<file path="config.mk">
export PLATFORM = sky130hd
export DESIGN_NAME = sq_energy_acc_flat
export DESIGN_NICKNAME = d
export VERILOG_FILES = /design/src/rtl/sq_energy_acc_if.sv /design/src/rtl/sq_energy_acc.sv /design/src/flat_wrapper.sv
export SDC_FILE = /design/constraint.sdc
export NUM_CORES = 1
export LEC_CHECK = 0
export ABC_AREA = 1
export CAP_MARGIN = 40
export CORE_ASPECT_RATIO = 0.5
export CORE_MARGIN = 1.5
export CORE_UTILIZATION = 45
export DETAILED_ROUTE_END_ITERATION = 8
export HOLD_SLACK_MARGIN = 0.03
export PLACE_DENSITY_LB_ADDON = 0.05
export SLEW_MARGIN = 40
export SYNTH_ARGS = -nofsm -noshare
export SYNTH_HDL_FRONTEND = slang
export SYNTH_SLANG_ARGS = --single-unit
export TNS_END_PERCENT = 5
</file>
<file path="constraint.sdc">
create_clock -name clk -period 7.5 [get_ports clk]
set_input_delay 2.25 -clock clk [delete_from_list [all_inputs] [get_ports clk]]
set_output_delay 2.25 -clock clk [all_outputs]
set_load 0.05 [all_outputs]
</file>
<file path="src/rtl/sq_energy_acc_if.sv">
// ---------------------------------------------------------------------------
// sq_energy_acc_if
// Bundles the pixel input stream and the energy result stream of the
// sum-of-squares accumulator.
//   in_valid / in_ready / in_data / in_last        : pixel beat handshake
//   out_valid / out_ready / out_energy /
//   out_count / out_sat                            : per-frame result handshake
// Modports:
//   master : the side that produces pixels and consumes results
//   slave  : the accumulator itself
// ---------------------------------------------------------------------------
interface sq_energy_acc_if #(
  parameter int DATA_W = 8,
  parameter int ACC_W  = 32,
  parameter int CNT_W  = 16
);
  logic              in_valid;
  logic              in_ready;
  logic [DATA_W-1:0] in_data;
  logic              in_last;
  logic              out_valid;
  logic              out_ready;
  logic [ACC_W-1:0]  out_energy;
  logic [CNT_W-1:0]  out_count;
  logic              out_sat;

  modport master (
    output in_valid, in_data, in_last, out_ready,
    input  in_ready, out_valid, out_energy, out_count, out_sat
  );

  modport slave (
    input  in_valid, in_data, in_last, out_ready,
    output in_ready, out_valid, out_energy, out_count, out_sat
  );
endinterface

</file>
<file path="src/rtl/sq_energy_acc.sv">
// ---------------------------------------------------------------------------
// sq_energy_acc
// Streaming sum-of-squares accumulator. Each accepted pixel is squared in a
// registered stage 1, stage 2 adds the square into a saturating accumulator
// and bumps a saturating beat counter. When the beat flagged in_last has been
// added, the frame totals are copied to the output registers and held until
// the downstream (Sqrt radical path) takes them.
// Ports:
//   clk      : clock, rising edge
//   aclr     : asynchronous active-high reset
//   sync_clr : synchronous flush, drops the frame in flight and any result
//   bus      : sq_energy_acc_if.slave (pixel stream in, energy result out)
// Timing: last beat accepted at edge T -> out_valid high after edge T+2;
// in_ready returns the cycle after the result is consumed (no bypass).
// ---------------------------------------------------------------------------
module sq_energy_acc #(
  parameter int DATA_W = 8,
  parameter int ACC_W  = 32,
  parameter int CNT_W  = 16
) (
  input  logic           clk,
  input  logic           aclr,
  input  logic           sync_clr,
  sq_energy_acc_if.slave bus
);

  typedef enum logic [1:0] {
    ST_ACCUM = 2'd0,
    ST_DRAIN = 2'd1,
    ST_HOLD  = 2'd2
  } state_t;

  state_t              state_r;
  state_t              state_nxt_s;

  logic                in_ready_r;
  logic                in_ready_nxt_s;
  logic                accept_s;
  logic                consume_s;
  logic                out_load_s;
  logic                frame_clr_s;

  logic [2*DATA_W-1:0] sq_r;
  logic                s1_valid_r;
  logic                s1_last_r;

  logic [ACC_W-1:0]    acc_r;
  logic [CNT_W-1:0]    cnt_r;
  logic                sat_r;
  logic [ACC_W:0]      sum_s;
  logic [ACC_W-1:0]    acc_nxt_s;
  logic [CNT_W-1:0]    cnt_nxt_s;
  logic                sat_nxt_s;

  logic                out_valid_r;
  logic [ACC_W-1:0]    out_energy_r;
  logic [CNT_W-1:0]    out_count_r;
  logic                out_sat_r;

  assign accept_s  = bus.in_valid && in_ready_r;
  assign consume_s = out_valid_r && bus.out_ready;

  assign bus.in_ready   = in_ready_r;
  assign bus.out_valid  = out_valid_r;
  assign bus.out_energy = out_energy_r;
  assign bus.out_count  = out_count_r;
  assign bus.out_sat    = out_sat_r;

  // FSM state register
  always_ff @(posedge clk or posedge aclr) begin
    if (aclr) begin
      state_r <= ST_ACCUM;
    end else if (sync_clr) begin
      state_r <= ST_ACCUM;
    end else begin
      state_r <= state_nxt_s;
    end
  end

  // FSM next state: DRAIN is entered on the edge where stage 2 adds the last square
  always_comb begin
    state_nxt_s = state_r;
    case (state_r)
      ST_ACCUM: begin
        if (s1_valid_r && s1_last_r) begin
          state_nxt_s = ST_DRAIN;
        end else begin
          state_nxt_s = ST_ACCUM;
        end
      end
      ST_DRAIN: state_nxt_s = ST_HOLD;
      ST_HOLD: begin
        if (consume_s) begin
          state_nxt_s = ST_ACCUM;
        end else begin
          state_nxt_s = ST_HOLD;
        end
      end
      default: state_nxt_s = ST_ACCUM;
    endcase
  end

  // FSM outputs: in_ready drops right after the last beat is taken so the
  // window between stage 1 and DRAIN cannot swallow a beat of the next frame
  always_comb begin
    in_ready_nxt_s = 1'b0;
    out_load_s     = 1'b0;
    frame_clr_s    = 1'b0;
    case (state_r)
      ST_ACCUM: in_ready_nxt_s = !(accept_s && bus.in_last) && !(s1_valid_r && s1_last_r);
      ST_DRAIN: out_load_s = 1'b1;
      ST_HOLD: begin
        frame_clr_s    = consume_s;
        in_ready_nxt_s = consume_s;
      end
      default: in_ready_nxt_s = 1'b0;
    endcase
  end

  // Stage 1: square the accepted pixel
  always_ff @(posedge clk or posedge aclr) begin
    if (aclr) begin
      sq_r       <= {(2*DATA_W){1'b0}};
      s1_valid_r <= 1'b0;
      s1_last_r  <= 1'b0;
    end else if (sync_clr) begin
      sq_r       <= {(2*DATA_W){1'b0}};
      s1_valid_r <= 1'b0;
      s1_last_r  <= 1'b0;
    end else begin
      s1_valid_r <= accept_s;
      if (accept_s) begin
        sq_r      <= (2*DATA_W)'(bus.in_data) * (2*DATA_W)'(bus.in_data);
        s1_last_r <= bus.in_last;
      end else begin
        sq_r      <= sq_r;
        s1_last_r <= s1_last_r;
      end
    end
  end

  // Stage 2 arithmetic: saturating add and saturating beat count
  always_comb begin
    sum_s     = {1'b0, acc_r} + (ACC_W+1)'(sq_r);
    acc_nxt_s = acc_r;
    cnt_nxt_s = cnt_r;
    sat_nxt_s = sat_r;
    if (s1_valid_r) begin
      if (sum_s[ACC_W]) begin
        acc_nxt_s = {ACC_W{1'b1}};
        sat_nxt_s = 1'b1;
      end else begin
        acc_nxt_s = sum_s[ACC_W-1:0];
      end
      if (cnt_r == {CNT_W{1'b1}}) begin
        cnt_nxt_s = cnt_r;
        sat_nxt_s = 1'b1;
      end else begin
        cnt_nxt_s = cnt_r + CNT_W'(1);
      end
    end else begin
      acc_nxt_s = acc_r;
      cnt_nxt_s = cnt_r;
    end
  end

  // Stage 2 registers: frame accumulators, cleared once the result is taken
  always_ff @(posedge clk or posedge aclr) begin
    if (aclr) begin
      acc_r <= {ACC_W{1'b0}};
      cnt_r <= {CNT_W{1'b0}};
      sat_r <= 1'b0;
    end else if (sync_clr) begin
      acc_r <= {ACC_W{1'b0}};
      cnt_r <= {CNT_W{1'b0}};
      sat_r <= 1'b0;
    end else if (frame_clr_s) begin
      acc_r <= {ACC_W{1'b0}};
      cnt_r <= {CNT_W{1'b0}};
      sat_r <= 1'b0;
    end else begin
      acc_r <= acc_nxt_s;
      cnt_r <= cnt_nxt_s;
      sat_r <= sat_nxt_s;
    end
  end

  // Output registers: loaded leaving DRAIN, values kept after consumption
  always_ff @(posedge clk or posedge aclr) begin
    if (aclr) begin
      in_ready_r   <= 1'b0;
      out_valid_r  <= 1'b0;
      out_energy_r <= {ACC_W{1'b0}};
      out_count_r  <= {CNT_W{1'b0}};
      out_sat_r    <= 1'b0;
    end else if (sync_clr) begin
      in_ready_r   <= 1'b0;
      out_valid_r  <= 1'b0;
      out_energy_r <= {ACC_W{1'b0}};
      out_count_r  <= {CNT_W{1'b0}};
      out_sat_r    <= 1'b0;
    end else begin
      in_ready_r <= in_ready_nxt_s;
      if (out_load_s) begin
        out_valid_r  <= 1'b1;
        out_energy_r <= acc_r;
        out_count_r  <= cnt_r;
        out_sat_r    <= sat_r;
      end else if (consume_s) begin
        out_valid_r  <= 1'b0;
      end else begin
        out_valid_r  <= out_valid_r;
      end
    end
  end

endmodule

</file>
<file path="src/flat_wrapper.sv">
// flat-port wrapper written by rule: the top's interface ports become plain ports
module sq_energy_acc_flat 
#(
  parameter int DATA_W = 8,
  parameter int ACC_W  = 32,
  parameter int CNT_W  = 16
)
  (clk, aclr, sync_clr, bus_in_valid, bus_in_data, bus_in_last, bus_out_ready, bus_in_ready, bus_out_valid, bus_out_energy, bus_out_count, bus_out_sat);
  sq_energy_acc_if #(.DATA_W(DATA_W), .ACC_W(ACC_W), .CNT_W(CNT_W)) bus_i ();
  input  logic clk;
  input  logic aclr;
  input  logic sync_clr;
  input wire logic [$bits(bus_i.in_valid)-1:0] bus_in_valid;
  input wire logic [$bits(bus_i.in_data)-1:0] bus_in_data;
  input wire logic [$bits(bus_i.in_last)-1:0] bus_in_last;
  input wire logic [$bits(bus_i.out_ready)-1:0] bus_out_ready;
  output wire logic [$bits(bus_i.in_ready)-1:0] bus_in_ready;
  output wire logic [$bits(bus_i.out_valid)-1:0] bus_out_valid;
  output wire logic [$bits(bus_i.out_energy)-1:0] bus_out_energy;
  output wire logic [$bits(bus_i.out_count)-1:0] bus_out_count;
  output wire logic [$bits(bus_i.out_sat)-1:0] bus_out_sat;
  assign bus_i.in_valid = bus_in_valid;
  assign bus_i.in_data = bus_in_data;
  assign bus_i.in_last = bus_in_last;
  assign bus_i.out_ready = bus_out_ready;
  assign bus_in_ready = bus_i.in_ready;
  assign bus_out_valid = bus_i.out_valid;
  assign bus_out_energy = bus_i.out_energy;
  assign bus_out_count = bus_i.out_count;
  assign bus_out_sat = bus_i.out_sat;
  sq_energy_acc #(.DATA_W(DATA_W), .ACC_W(ACC_W), .CNT_W(CNT_W)) u_core (.clk(clk), .aclr(aclr), .sync_clr(sync_clr), .bus(bus_i));
endmodule
</file>
* Word-level counts from Yosys, hierarchy flattened
Cells that the tools add are included.
** Storage, ports and cells
- Logic and storage cells :: 69
- Output and inout port bits :: 51
- Flip-flop bits (word level) :: 120
- Bits of input ports :: 14
** Cells by class
- Mux-type cells :: 35
- Multipliers :: 1
- Reduce and logical (&&, ||, !) cells :: 15
- $add $sub $neg :: 2
- Equality and inequality tests :: 4
** Operator list (number)
- 2-to-1 mux 32 bit :: 6
- 2-to-1 mux 16 bit :: 8
- adder 32 x 16 -> 33 bit :: 1
- 2-to-1 mux 1 bit :: 17
- adder 16 x 1 -> 16 bit, second input constant :: 1
- equality test 16 bit, second input constant :: 1
- multiplier 8 x 8 -> 16 bit :: 1
- one-hot mux 2 bit (3 select lines) :: 1
- nonzero test 3 bit :: 2
- logical AND 1 bit :: 5
- 2-to-1 mux 2 bit :: 2
- AND reduction 2 bit :: 2
- nonzero test 2 bit :: 2
- nonzero test 4 bit :: 1
- inequality test 3 x 2 -> 1 bit, second input constant :: 1
- equality test 2 x 1 -> 1 bit, second input constant :: 1
- equality test 2 bit, second input constant :: 1
- logical NOT 1 bit :: 2
- logical NOT 2 bit :: 1
- one-hot mux 1 bit (2 select lines) :: 1

* Logic depth before layout (Yosys ltp)
Gate-level depths: netlist of the first run.
- Word-level depth :: 6
- Mapped depth :: 20
- Depth with buffers taken out :: 19

* Worst setup path after synthesis of the first run
OpenSTA, ideal clock, no wires.
- Path type :: input to register
- From :: input bus_in_data[6]
- To :: register u_core.sq_r[11]
- Data required time :: 7.374 ns
- Buffers on the path :: 1
- Slack :: 1.506 ns
- Library setup time :: 0.126 ns
- Arrival time :: 5.868 ns
- Stages :: 17
- Path through :: clkbuf_1 -> nand2_1 -> inv_1 -> fa_1 -> fa_1 -> inv_1 -> fa_1 -> fa_1 -> inv_1 -> ha_1 -> nand2_1 -> o21ai_0 -> nor2_1 -> o21ai_0 -> nand2_1 -> nand2_1 -> o21ai_0
** On the way
- Longest elaborated chain between the ends :: 3
** Ends and longest elaborated chain
- start, declared :: RTL line flat_wrapper.sv:14 : input wire logic [$bits(bus_i.in_data)-1:0] bus_in_data;
- multiplier 8 x 8 -> 16 bit :: RTL line sq_energy_acc.sv:133 : sq_r <= (2*DATA_W)'(bus.in_data) * (2*DATA_W)'(bus.in_data);
- 2-to-1 mux 16 bit :: RTL line sq_energy_acc.sv:132 : if (accept_s) begin
- 2-to-1 mux 16 bit :: RTL line sq_energy_acc.sv:126 : end else if (sync_clr) begin
- end signal, assigned :: RTL line sq_energy_acc.sv:127 : sq_r <= {(2*DATA_W){1'b0}};
- end signal, assigned :: RTL line sq_energy_acc.sv:133
- end signal, assigned :: RTL line sq_energy_acc.sv:136 : sq_r <= sq_r;
- end, declared :: RTL line sq_energy_acc.sv:43 : logic [2*DATA_W-1:0] sq_r;
No other way between the ends. The select of a mux whose other input is x is not followed.
A chain may end at the register's enable or synchronous reset.

* Final worst setup path of the first run
- From :: input bus_in_data[5]
- To :: register u_core.sq_r[11]
The elaborated chain is that of the path after synthesis.

==> results by group, run 1 <==
Floorplanning
  • I/O Pins: 65
  • Initial core utilization: between 40% and 50%
  • Core ar.: between 15000 and 20000 um^2
  • Row count: 34
  • Die H: slightly below 100 um
  • Die X-Extent: just under 200 um
  • Total die area: between 15000 and 20000 um^2

Placed design
  • Pre-CTS setup slack: 842 ps
  • Port Buffer Count: 64
  • Final GP Congestion: roughly 0.95
  • Detailed Place HPWL: between 15000 and 20000 um

Critical path
  • R2r endpoint: u_core.acc_r[13]
  • Reg-to-reg startpoint: u_core.acc_r[13]
  • Worst setup path class: primary input to flop
  • WP data arrival: about 6600 ps
  • CP max FO: 11
  • Data required time of the critical path: between 7000 and 8000 ps
  • R2R setup slack: approximately 5000 ps
  • Worst setup SP type: primary input
  • Critical Path End Type: flop
  • Worst R2R Path Depth: 11

Clock tree
  • Post_cts resized: 0
  • CTS sink count: between 100 and 150
  • CTS root buffer: clkbuf_16
  • Max Root-Sink Buffers: 2
  • Worst-path clk slew: around 60 ps
  • TritonCTS clock tree: built
  • Num CTS Buffers: 17
  • Insertion delay to the later sink of the worst-skew pair: between 400 and 500 ps
  • H-tree depth: 4
  • Hold-fix buffers, CTS: 0
  • Number of setup buffers added after CTS: 0

Final layout
  • Fillers: between 1500 and 2000
  • Final net count: approximately 1300
  • Layout cells sized above 1: under 10%
  • Register area: roughly 3000 um^2
  • # diodes: 0
  • Multi-input gate area: between 4000 and 5000 um^2
  • Area Growth Syn to Fin: 17.9%

Timing
  • Finish-stage setup viols: 0
  • Final Slew Violations: 0
  • Worst hold slack: approximately 500 ps
  • Skew final: approximately 10 ps
  • Fin Setup TNS: 0 ps
  • Fmax: 160 MHz
  • Fin. Hold Viols: 0
  • Fin crit share: a little over four fifths
  • Max-Slew Margin vs Limit: 49.3%
  • Fin worst setup slack: 1230 ps
  • Worst slew pin tran: about 760 ps
  • Period minus WS final: 6270 ps
  • RSZ-0062 raised after global routing: no

Detailed routing
  • DRT iter0 DRCs: around 380
  • Via count: about 7200
  • Antenna-violating nets left: 0
  • Drt pass-1 iters: 5
  • Routed len/inst: around 14 um
  • Drt via density: between 5 and 6
  • Final WL: between 20000 and 25000 um
  • Remaining DRCs: 0

Synth
  • Post-synth ARST share: 100%
  • Sequential fraction of the synthesis area: a little over a third
  • YS warnings: 0
  • Syn_area_per_cell: 7.40 um^2
  • Mapped Cells: 1126
  • Net count after synthesis: between 1000 and 1500
  • Mapped Area: around 8300 um^2
  • Synth Register Bits: 119
  • Main synth FF type: dfrtp_1
  • Post-synth top area share: 35.7%
  • Synth area leaders: dfrtp_1 (36%), nand2_1 (14%), inv_1 (10%)
  • EDFF count, synth: 0
  • Yosys cell types: 41
  • Cell taking the most area after synthesis: dfrtp_1

Global route
  • Largest net degree at the start of global routing: 64
  • First-pass GRT wire length: approximately 35000 um
  • Tot GR Track Use: between 20% and 30%
  • Initial antenna violation count: 0
  • GR Overflow Total: 0
  • Vias in the first global route: between 7000 and 8000

Power and ir drop
  • Int Pwr: around 1.4 mW
  • Power consumption: about 2.0 mW
  • Lkg Pwr: around 5.0 nW
  • Sw Share: 29.8%
  • NetSw: a little over 600 uW
  • Pwr/cell area: roughly 210 nW/um^2
  • Reg power frac: 33.3%
  • Gate power share: approximately 23%
  • Clock power share: 43.5%
  • Worst IR Drop VDD: ~0.14 mV

Worst hold path
  • Hold Path Sink: u_core.sq_r[4]
  • Min-Delay Path Depth: 2
  • Worst Hold Class: flop to flop
  • HP Start: u_core.sq_r[4]

Run status
  • Status: completed

Job
  • Max-Cap Viols: 0
==> power groups by stage <==
stage,logic (mW),registers (mW),clock network (mW)
after floorplan,0.358,0.690,0
after global placement,0.471,0.689,0
after detailed placement,0.469,0.689,0
after CTS,0.474,0.678,0.900
after global routing,0.545,0.680,0.935
final,0.472,0.678,0.886
==> state kept, by name, summed over array words and instances, names as in the netlist <==
name and count:
u_core.acc_r 32, u_core.bus.in_ready 1, u_core.bus.out_count 16, u_core.bus.out_energy 32, u_core.bus.out_sat 1, u_core.bus.out_valid 1
u_core.cnt_r 16, u_core.s1_last_r 1, u_core.s1_valid_r 1, u_core.sat_r 1, u_core.sq_r 15, u_core.state_r 2
==> worst max-delay path by stage <==
| stage | startpoint | endpoint | slack (ps) | cells past startpoint |
|---|---|---|---|---|
| final | bus_in_data[5] | u_core.sq_r[11] | 1230 | 17 |
| after global routing | bus_in_data[4] | u_core.sq_r[10] | 920 | 18 |
| after CTS | bus_in_data[5] | u_core.sq_r[11] | 1270 | 17 |
| after detailed placement | bus_in_data[5] | u_core.sq_r[11] | 840 | 17 |
| after global placement | bus_in_data[6] | u_core.sq_r[11] | 930 | 17 |
| after floorplan | bus_in_data[6] | u_core.sq_r[11] | 1510 | 17 |
==> Yosys cell counts, types with 3 or more instances <==
| master | n |
|---|---|
| nand2_1 | 309 |
| dfrtp_1 | 119 |
| nor2_1 | 72 |
| nand2_4 | 3 |
| o211ai_1 | 3 |
| nand3_2 | 14 |
| clkbuf_1 | 19 |
| xor2_1 | 14 |
| nand2_2 | 3 |
| o21ai_2 | 8 |
| a32o_1 | 3 |
| ha_1 | 47 |
| or2_2 | 4 |
| xnor2_1 | 11 |
| nor3_1 | 18 |
| o22ai_1 | 37 |
| o21ai_0 | 59 |
| nand3_1 | 60 |
| inv_1 | 222 |
| nand4_1 | 9 |
| inv_2 | 6 |
| buf_2 | 6 |
| fa_1 | 25 |
| a21oi_1 | 32 |
==> cells in the final DEF, fill, tap and decap left out, types with 2 or more instances in the layout <==
| cell | instances |
|---|---|
| nand2_1 | 309 |
| inv_1 | 221 |
| dfrtp_1 | 119 |
| nor2_1 | 70 |
| clkdlybuf4s50_1 | 64 |
| nand3_1 | 60 |
| o21ai_0 | 59 |
| ha_1 | 47 |
| o22ai_1 | 37 |
| a21oi_1 | 32 |
| fa_1 | 25 |
| nor3_1 | 18 |
| clkbuf_16 | 17 |
| xor2_1 | 14 |
| nand3_2 | 14 |
| xnor2_1 | 11 |
| nand4_1 | 9 |
| o21ai_2 | 8 |
| inv_2 | 6 |
| bufinv_16 | 5 |
| clkbuf_1 | 5 |
| or2_2 | 4 |
| buf_4 | 4 |
| a32o_1 | 3 |
| o211ai_1 | 3 |
| nand2_2 | 3 |
| nand2_4 | 3 |
| clkinv_2 | 3 |
| nor2_2 | 2 |
| o21a_1 | 2 |
| o21bai_1 | 2 |
| nor3_4 | 2 |
| nor2_4 | 2 |
| o31ai_1 | 2 |
==> cell type report <==
type	instances	area share, %
multi-input cells	750	44.7
inverters	228	8.73
well taps	234	2.98
clock buffers	23	4.66
repair buffers	69	6.94
flip-flops and latches	119	30.3
clock inverters	9	1.76
==> logic make-up (layout without fill, tap and decap cells) <==
kind of cell,after synthesis,after routing,synth area share [%]
compound gates,152,152,10.6
xor+xnor,25,25,2.63
fa+ha+maj,72,72,13.1
buf+inv,257,329,11.9
flops,119,119,35.7
simple gates,501,501,26.2
==> through the flow <==
stage                     utilization, %  cell area (um^2)  instances
after floorplan                        -              8340       1126
after global placement              51.8              9190       1400
after detailed placement            51.8              9190       1400
after CTS                           55.4              9820       1432
after global routing                55.4              9830       1432
final                               55.4              9830       1432
==> per-layer routing <==
metal	part of all wire [%]	vias up	global-route usage, %
met1	48	3409	30.1
met3	3.9	31	3.42
met5	0	-	0
li1	-	3659	-
met4	1.6	0	6.50
met2	46	135	38.0
==> worst max-delay path: stages <==
cell and delay (ps):
clkdlybuf4s50_1 690, nand2_1 90, inv_1 120, fa_1 450
fa_1 540, inv_1 50, fa_1 500, fa_1 540
inv_1 40, ha_1 340, nand2_1 120, o21ai_0 300
nor2_1 80, o21ai_0 240, nand2_1 80, nand2_1 60
o21ai_0 60
Power figures use the tool's default switching activity.
==> run 2, diff against run 1 <==
Clock period 7.5 ns to 5.2 ns, I/O delays scaled along.
==> run 2 against run 1 <==
  * Non-clock buffer count rose by 42
  * First-iteration DRC count is 12% higher
  * Sequential power grew 44%
  * Via count rose by 1.9%
  * Combinational power rose by 89%
  * Routed wire length increased by 0.81%
  * Register-to-register slack lost 2300 ps
  * Critical path type unchanged
  * Largest power group unchanged
==> results by group, run 2 (synthesis gave the netlist of run 1 again) <==
Detailed routing
  • Remaining DRCs: 0
  • Final WL: slightly above 20000 um
  • Routed len/inst: roughly 14 um
  • Via count: approximately 7400
  • DRT iter0 DRCs: approximately 420
  • Antenna-violating nets left: 0
  • Drt via density: 5.00
  • Drt pass-1 iters: 5

Global route
  • Largest net degree at the start of global routing: 64
  • Initial antenna violation count: 0
  • Vias in the first global route: about 7200
  • GR Overflow Total: 0
  • Tot GR Track Use: between 20% and 30%
  • First-pass GRT wire length: ~35000 um

Critical path
  • Reg-to-reg startpoint: u_core.acc_r[13]
  • Worst setup path class: primary input to flop
  • Worst setup SP type: primary input
  • Worst R2R Path Depth: 11
  • R2r endpoint: u_core.acc_r[13]
  • Critical Path End Type: flop
  • WP data arrival: between 5000 and 6000 ps
  • CP max FO: 6
  • Worst Setup SP: bus_in_data[1]
  • R2R setup slack: approximately 2800 ps
  • Data required time of the critical path: ~5500 ps

Final layout
  • Final core utilization: around 57%
  • Commonest cells after routing, fill and taps aside: nand2_1 (308), inv_1 (219), dfrtp_1 (119)
  • Fillers: 1703
  • Area Growth Syn to Fin: 21.8%
  • Layout cells sized above 1: between 10 and 15%
  • # diodes: 0
  • Multi-input gate area: 4440 um^2
  • Final net count: about 1300
  • Leading cell type in the layout, fill and taps excluded: nand2_1
  • Register area: ~3000 um^2

Clock tree
  • CTS sink count: 119
  • Insertion delay to the later sink of the worst-skew pair: about 410 ps
  • H-tree depth: 4
  • Hold-fix buffers, CTS: 0
  • Max Root-Sink Buffers: 2
  • TritonCTS clock tree: built
  • Worst-path clk slew: ~50 ps
  • CTS root buffer: clkbuf_16
  • Num CTS Buffers: 17

Timing
  • Fin. Hold Viols: 0
  • Period minus WS final: between 4000 and 5000 ps
  • Fin Setup TNS: 0 ps
  • Worst slew pin tran: ~800 ps
  • Fin crit share: roughly 96%
  • Finish-stage setup viols: 0
  • Skew final: approximately 11 ps
  • Worst hold slack: 492 ps
  • Fin worst setup slack: approximately 200 ps
  • Max-Slew Margin vs Limit: between 40% and 50%
  • Fmax: about 200 MHz
  • Final Slew Violations: 0
  • RSZ-0062 raised after global routing: no

Power and ir drop
  • Worst IR Drop VDD: between 0.2 and 0.25 mV
  • Pwr/cell area: ~300 nW/um^2
  • Lkg Pwr: roughly 5.2 nW
  • Clock power share: 38.8%
  • Int Pwr: ~2.1 mW
  • NetSw: slightly above 900 uW
  • Gate power share: between 20% and 30%
  • Reg power frac: around 32%
  • Sw Share: a little under a third

Placed design
  • Port Buffer Count: 64
  • Final GP Congestion: just under 0.9
  • Pre-CTS setup slack: -634 ps
  • Detailed Place HPWL: 15800 um

Floorplanning
  • Core ar.: approximately 18000 um^2
  • Row count: 34
  • Die H: 99.3 um
  • Initial core utilization: a little under half
  • Total die area: slightly below 20000 um^2
  • I/O Pins: 65
  • Die X-Extent: between 150 and 200 um

Worst hold path
  • Min-Delay Path Depth: 2
  • Hold Path Sink: u_core.sq_r[4]
  • HP Start: u_core.sq_r[4]
  • Worst Hold Class: flop to flop

Run status
  • Status: completed

Job
  • Max-Cap Viols: 0
## run 2: cell count changes in the layout (fill, tap and decap cells not counted), sizes merged, moves of 2 or more
cell           previous run  this run
bufinv                    5         3
clkdlybuf4s50            64        57
buf                       5        47
dlygate4sd2               0         4
## run 2: through the flow
stage,power (mW),area (um^2),std cells
after floorplan,1.51,8340,1126
after global placement,1.81,9520,1442
after detailed placement,1.82,9520,1442
after CTS,3.04,10100,1473
after global routing,3.24,10200,1473
final,3.05,10200,1473
## run 2: worst max-delay path, cell delays in order
cell and delay, ps:
dlygate4sd2_1 310, nand2_1 100, inv_1 60, fa_1 510, fa_1 540, inv_1 50
fa_1 500, fa_1 540, inv_1 60, ha_4 280, nand2_2 80, buf_4 140
nor2_1 80, nand2_1 60, o211ai_1 200, a21oi_1 80, o21ai_0 80, nand2_1 60
## run 2: area by class of cell
cell class              count  area share [%]
clock buffers              22            4.57
inverters                 228            8.48
multi-input cells         750            43.7
clock inverters             9            1.23
flip-flops and latches    119            29.3
repair buffers            111            9.83
well taps                 234            2.88
## run 2: power by group through the flow
| stage | registers, mW | clock network [mW] | logic [mW] |
|---|---|---|---|
| 2_1_floorplan | 0.995 | 0 | 0.517 |
| 3_3_place_gp | 0.994 | 0 | 0.816 |
| 3_5_place_dp | 0.995 | 0 | 0.828 |
| 4_1_cts | 0.978 | 1.21 | 0.860 |
| 5_1_grt | 0.981 | 1.25 | 1.01 |
| 6_report | 0.979 | 1.18 | 0.891 |
## run 2: how the worst max path moves through the flow
stage                 endpoint  depth (start not counted)
3_3_place_gp   u_core.sq_r[13]                         17
5_1_grt        u_core.sq_r[15]                         18
3_5_place_dp   u_core.sq_r[11]                         17
2_1_floorplan  u_core.sq_r[11]                         17
6_report       u_core.sq_r[13]                         18
4_1_cts        u_core.sq_r[13]                         17
## run 2: timing repair
| item | CTS | global route |
|---|---|---|
| resized for setup | 14 | 13 |
| buffers inserted | 0 | 0 |
| setup endpoints to repair | 8 | 10 |
| gates cloned | 0 | 0 |
## run 2: metal layers
| metal | vias to the layer above | part of all wire (%) | track usage (%) |
|---|---|---|---|
| met5 | - | 0 | 0 |
| met4 | 0 | 1.4 | 6.98 |
| met3 | 23 | 3.3 | 3.42 |
| met2 | 124 | 47 | 39.4 |
| met1 | 3482 | 48 | 30.0 |
| li1 | 3741 | - | - |
==> run 3, diff against run 2 <==
Settings changed: GPL_ROUTABILITY_DRIVEN from default to 0.
==> run 3 against run 2 <==
  * Worst setup slack worse by 22 ps
  * Critical path depth down 3
  * Routed wire length up 0.41%
  * Power down 0.17%
  * Fmax down 0.44%
  * Cell count about the same
  * Global-route usage about the same
  * First-iteration DRC count down 19%
  * Combinational power up 3.8%
  * Critical path type unchanged
  * Critical endpoint is now u_core.sq_r[6]
  * Largest power group unchanged
  * Highest routed layer unchanged
==> results by group, run 3 (synthesis gave the netlist of run 1 again) <==
Global route
  • GR Overflow Total: 0
  • Initial antenna violation count: 0
  • Tot GR Track Use: between 20% and 30%
  • Largest net degree at the start of global routing: 67
  • First-pass GRT wire length: 35500 um
  • Vias in the first global route: roughly 7400

Clock tree
  • CTS root buffer: clkbuf_16
  • Hold-fix buffers, CTS: 0
  • H-tree depth: 4
  • Num CTS Buffers: 17
  • Worst-path clk slew: ~50 ps
  • Insertion delay to the later sink of the worst-skew pair: between 400 and 500 ps
  • TritonCTS clock tree: built
  • CTS sink count: between 100 and 150
  • Max Root-Sink Buffers: 2
  • Number of setup buffers added after CTS: 0

Floorplanning
  • I/O Pins: 65
  • Initial core utilization: ~47%
  • Total die area: 19400 um^2
  • Row count: 34
  • Core ar.: between 15000 and 20000 um^2
  • Die H: 99.3 um
  • Die X-Extent: slightly below 200 um

Critical path
  • WP data arrival: between 5000 and 6000 ps
  • Delay-heaviest family, CP: adder cells
  • WP buf/inv: 5
  • Critical Path End Type: flop
  • Worst setup path class: primary input to flop
  • CP max FO: 4
  • Worst path max stage delay: between 500 and 600 ps
  • Worst setup SP type: primary input
  • Data required time of the critical path: roughly 5500 ps
  • Critical-path cell list: clkdlybuf4s50_1 > buf_4 > nand2_1 > fa_1 > inv_1 > fa_1 > ha_1 > inv_1 > fa_1 > inv_1 > ha_1 > a21oi_1 > o21ai_1 > or2_2 > a32o_1
  • Slowest-stage cell, CP: fa_1

Final layout
  • Final Instance Area: around 10000 um^2
  • Layout cells sized above 1: ~11%
  • Area Growth Syn to Fin: 21.5%
  • Fillers: ~1700
  • Commonest cells after routing, fill and taps aside: nand2_1 (307), inv_1 (220), dfrtp_1 (119)
  • Leading cell type in the layout, fill and taps excluded: nand2_1
  • # diodes: 0
  • Final net count: approximately 1300

Timing
  • Fmax: 199 MHz
  • Fin worst setup slack: about 180 ps
  • Final Slew Violations: 0
  • Fin. Hold Viols: 0
  • Max-Slew Margin vs Limit: 52.6%
  • Finish-stage setup viols: 0
  • Worst slew pin tran: ~710 ps
  • Fin crit share: around 96%
  • Period minus WS final: 5020 ps
  • Skew final: between 10 and 15 ps

Placed design
  • Detailed Place HPWL: between 15000 and 20000 um
  • Pre-CTS setup slack: -590 ps
  • Cell Area, Placed: about 9500 um^2
  • Port Buffer Count: 64

Detailed routing
  • Drt pass-1 iters: 4
  • Final WL: slightly above 20000 um
  • Routed len/inst: 14.1 um
  • Antenna-violating nets left: 0
  • Remaining DRCs: 0
  • Drt via density: 5.00
  • Via count: roughly 7400
  • DRT iter0 DRCs: approximately 340

Worst hold path
  • Worst Hold Class: flop to flop

Power and ir drop
  • Sw Share: around a third
  • Clock power share: ~38%
  • Worst IR Drop VDD: roughly 0.23 mV
  • Gate power share: a little under a third
  • Pwr/cell area: roughly 300 nW/um^2
  • Lkg Pwr: about 5.2 nW
  • NetSw: 969 uW
  • Int Pwr: around 2.1 mW
  • Reg power frac: 32.1%

Run status
  • Status: completed

Job
  • Max-Cap Viols: 0
## run 3: power by group through the flow
stage               combinational, mW  sequential (mW)  clock, mW
CTS                             0.849            0.977       1.16
global placement                0.802            0.993          0
floorplan                       0.517            0.995          0
finish                          0.925            0.978       1.15
detailed placement              0.826            0.994          0
global route                     1.05            0.980       1.20
## run 3: final timing paths
| kind | from | end | slack, ps | cells past startpoint |
|---|---|---|---|---|
| max in group asynchronous | aclr | u_core.cnt_r[14] | 2800 | 3 |
| worst max register to register | u_core.acc_r[13] | u_core.acc_r[10] | 2840 | 11 |
| min in group asynchronous | aclr | u_core.sq_r[2] | 1610 | 2 |
| worst max-delay path | bus_in_data[0] | u_core.sq_r[6] | 180 | 15 |
| worst min-delay path | u_core.sq_r[4] | u_core.sq_r[4] | 500 | 2 |
| worst min register to register | u_core.sq_r[4] | u_core.sq_r[4] | 500 | 2 |
## run 3: per-stage QoR
| step | hold slack [ps] | power, mW | utilization, % | TNS [ps] | instances |
|---|---|---|---|---|---|
| after CTS | 504 | 2.99 | 56.8 | -35.5 | 1472 |
| after global placement | 481 | 1.80 | 53.6 | -4240 | 1440 |
| final | 500 | 3.05 | 57.1 | 0 | 1472 |
| after detailed placement | 491 | 1.82 | 53.6 | -5120 | 1440 |
| after global routing | 526 | 3.23 | 57.1 | -14.2 | 1472 |
| after floorplan | 453 | 1.51 | - | 0 | 1126 |
## run 3: timing repair
item                                    4_1_cts  5_1_grt
gates resized for setup                      14       19
cloned                                        0        0
pin swaps                                     0        1
endpoints found under the setup margin        9       10
## run 3: cell type report
class                      instances  area [um^2]  share of cell area [%]
sequential                       119         2980                    29.4
timing repair buffer             109          978                    9.66
clock inverter                     9          100                   0.988
clock buffer                      23          468                    4.62
inverter                         228          858                    8.47
tap                              234          293                    2.89
multi-input combinational        750         4460                    44.0
## run 3: routing by layer
layer  global-route usage (%)  vias up  part of all wire, %  wire (um)
met1                     30.0     3456                   47       9830
met4                     6.56        0                  1.5        307
met2                     39.7      153                   47       9770
met3                     3.09       23                  3.9        816
li1                         -     3728                    -          -
met5                        0        -                    0          0
## run 3: tightest hold or removal path, delay by kind of cell (launching register included)
family / cells / cell delay [ps]
DFF: 1 / 350
AOI/OAI and AO/OA: 1 / 60
and+or+nand+nor: 1 / 50
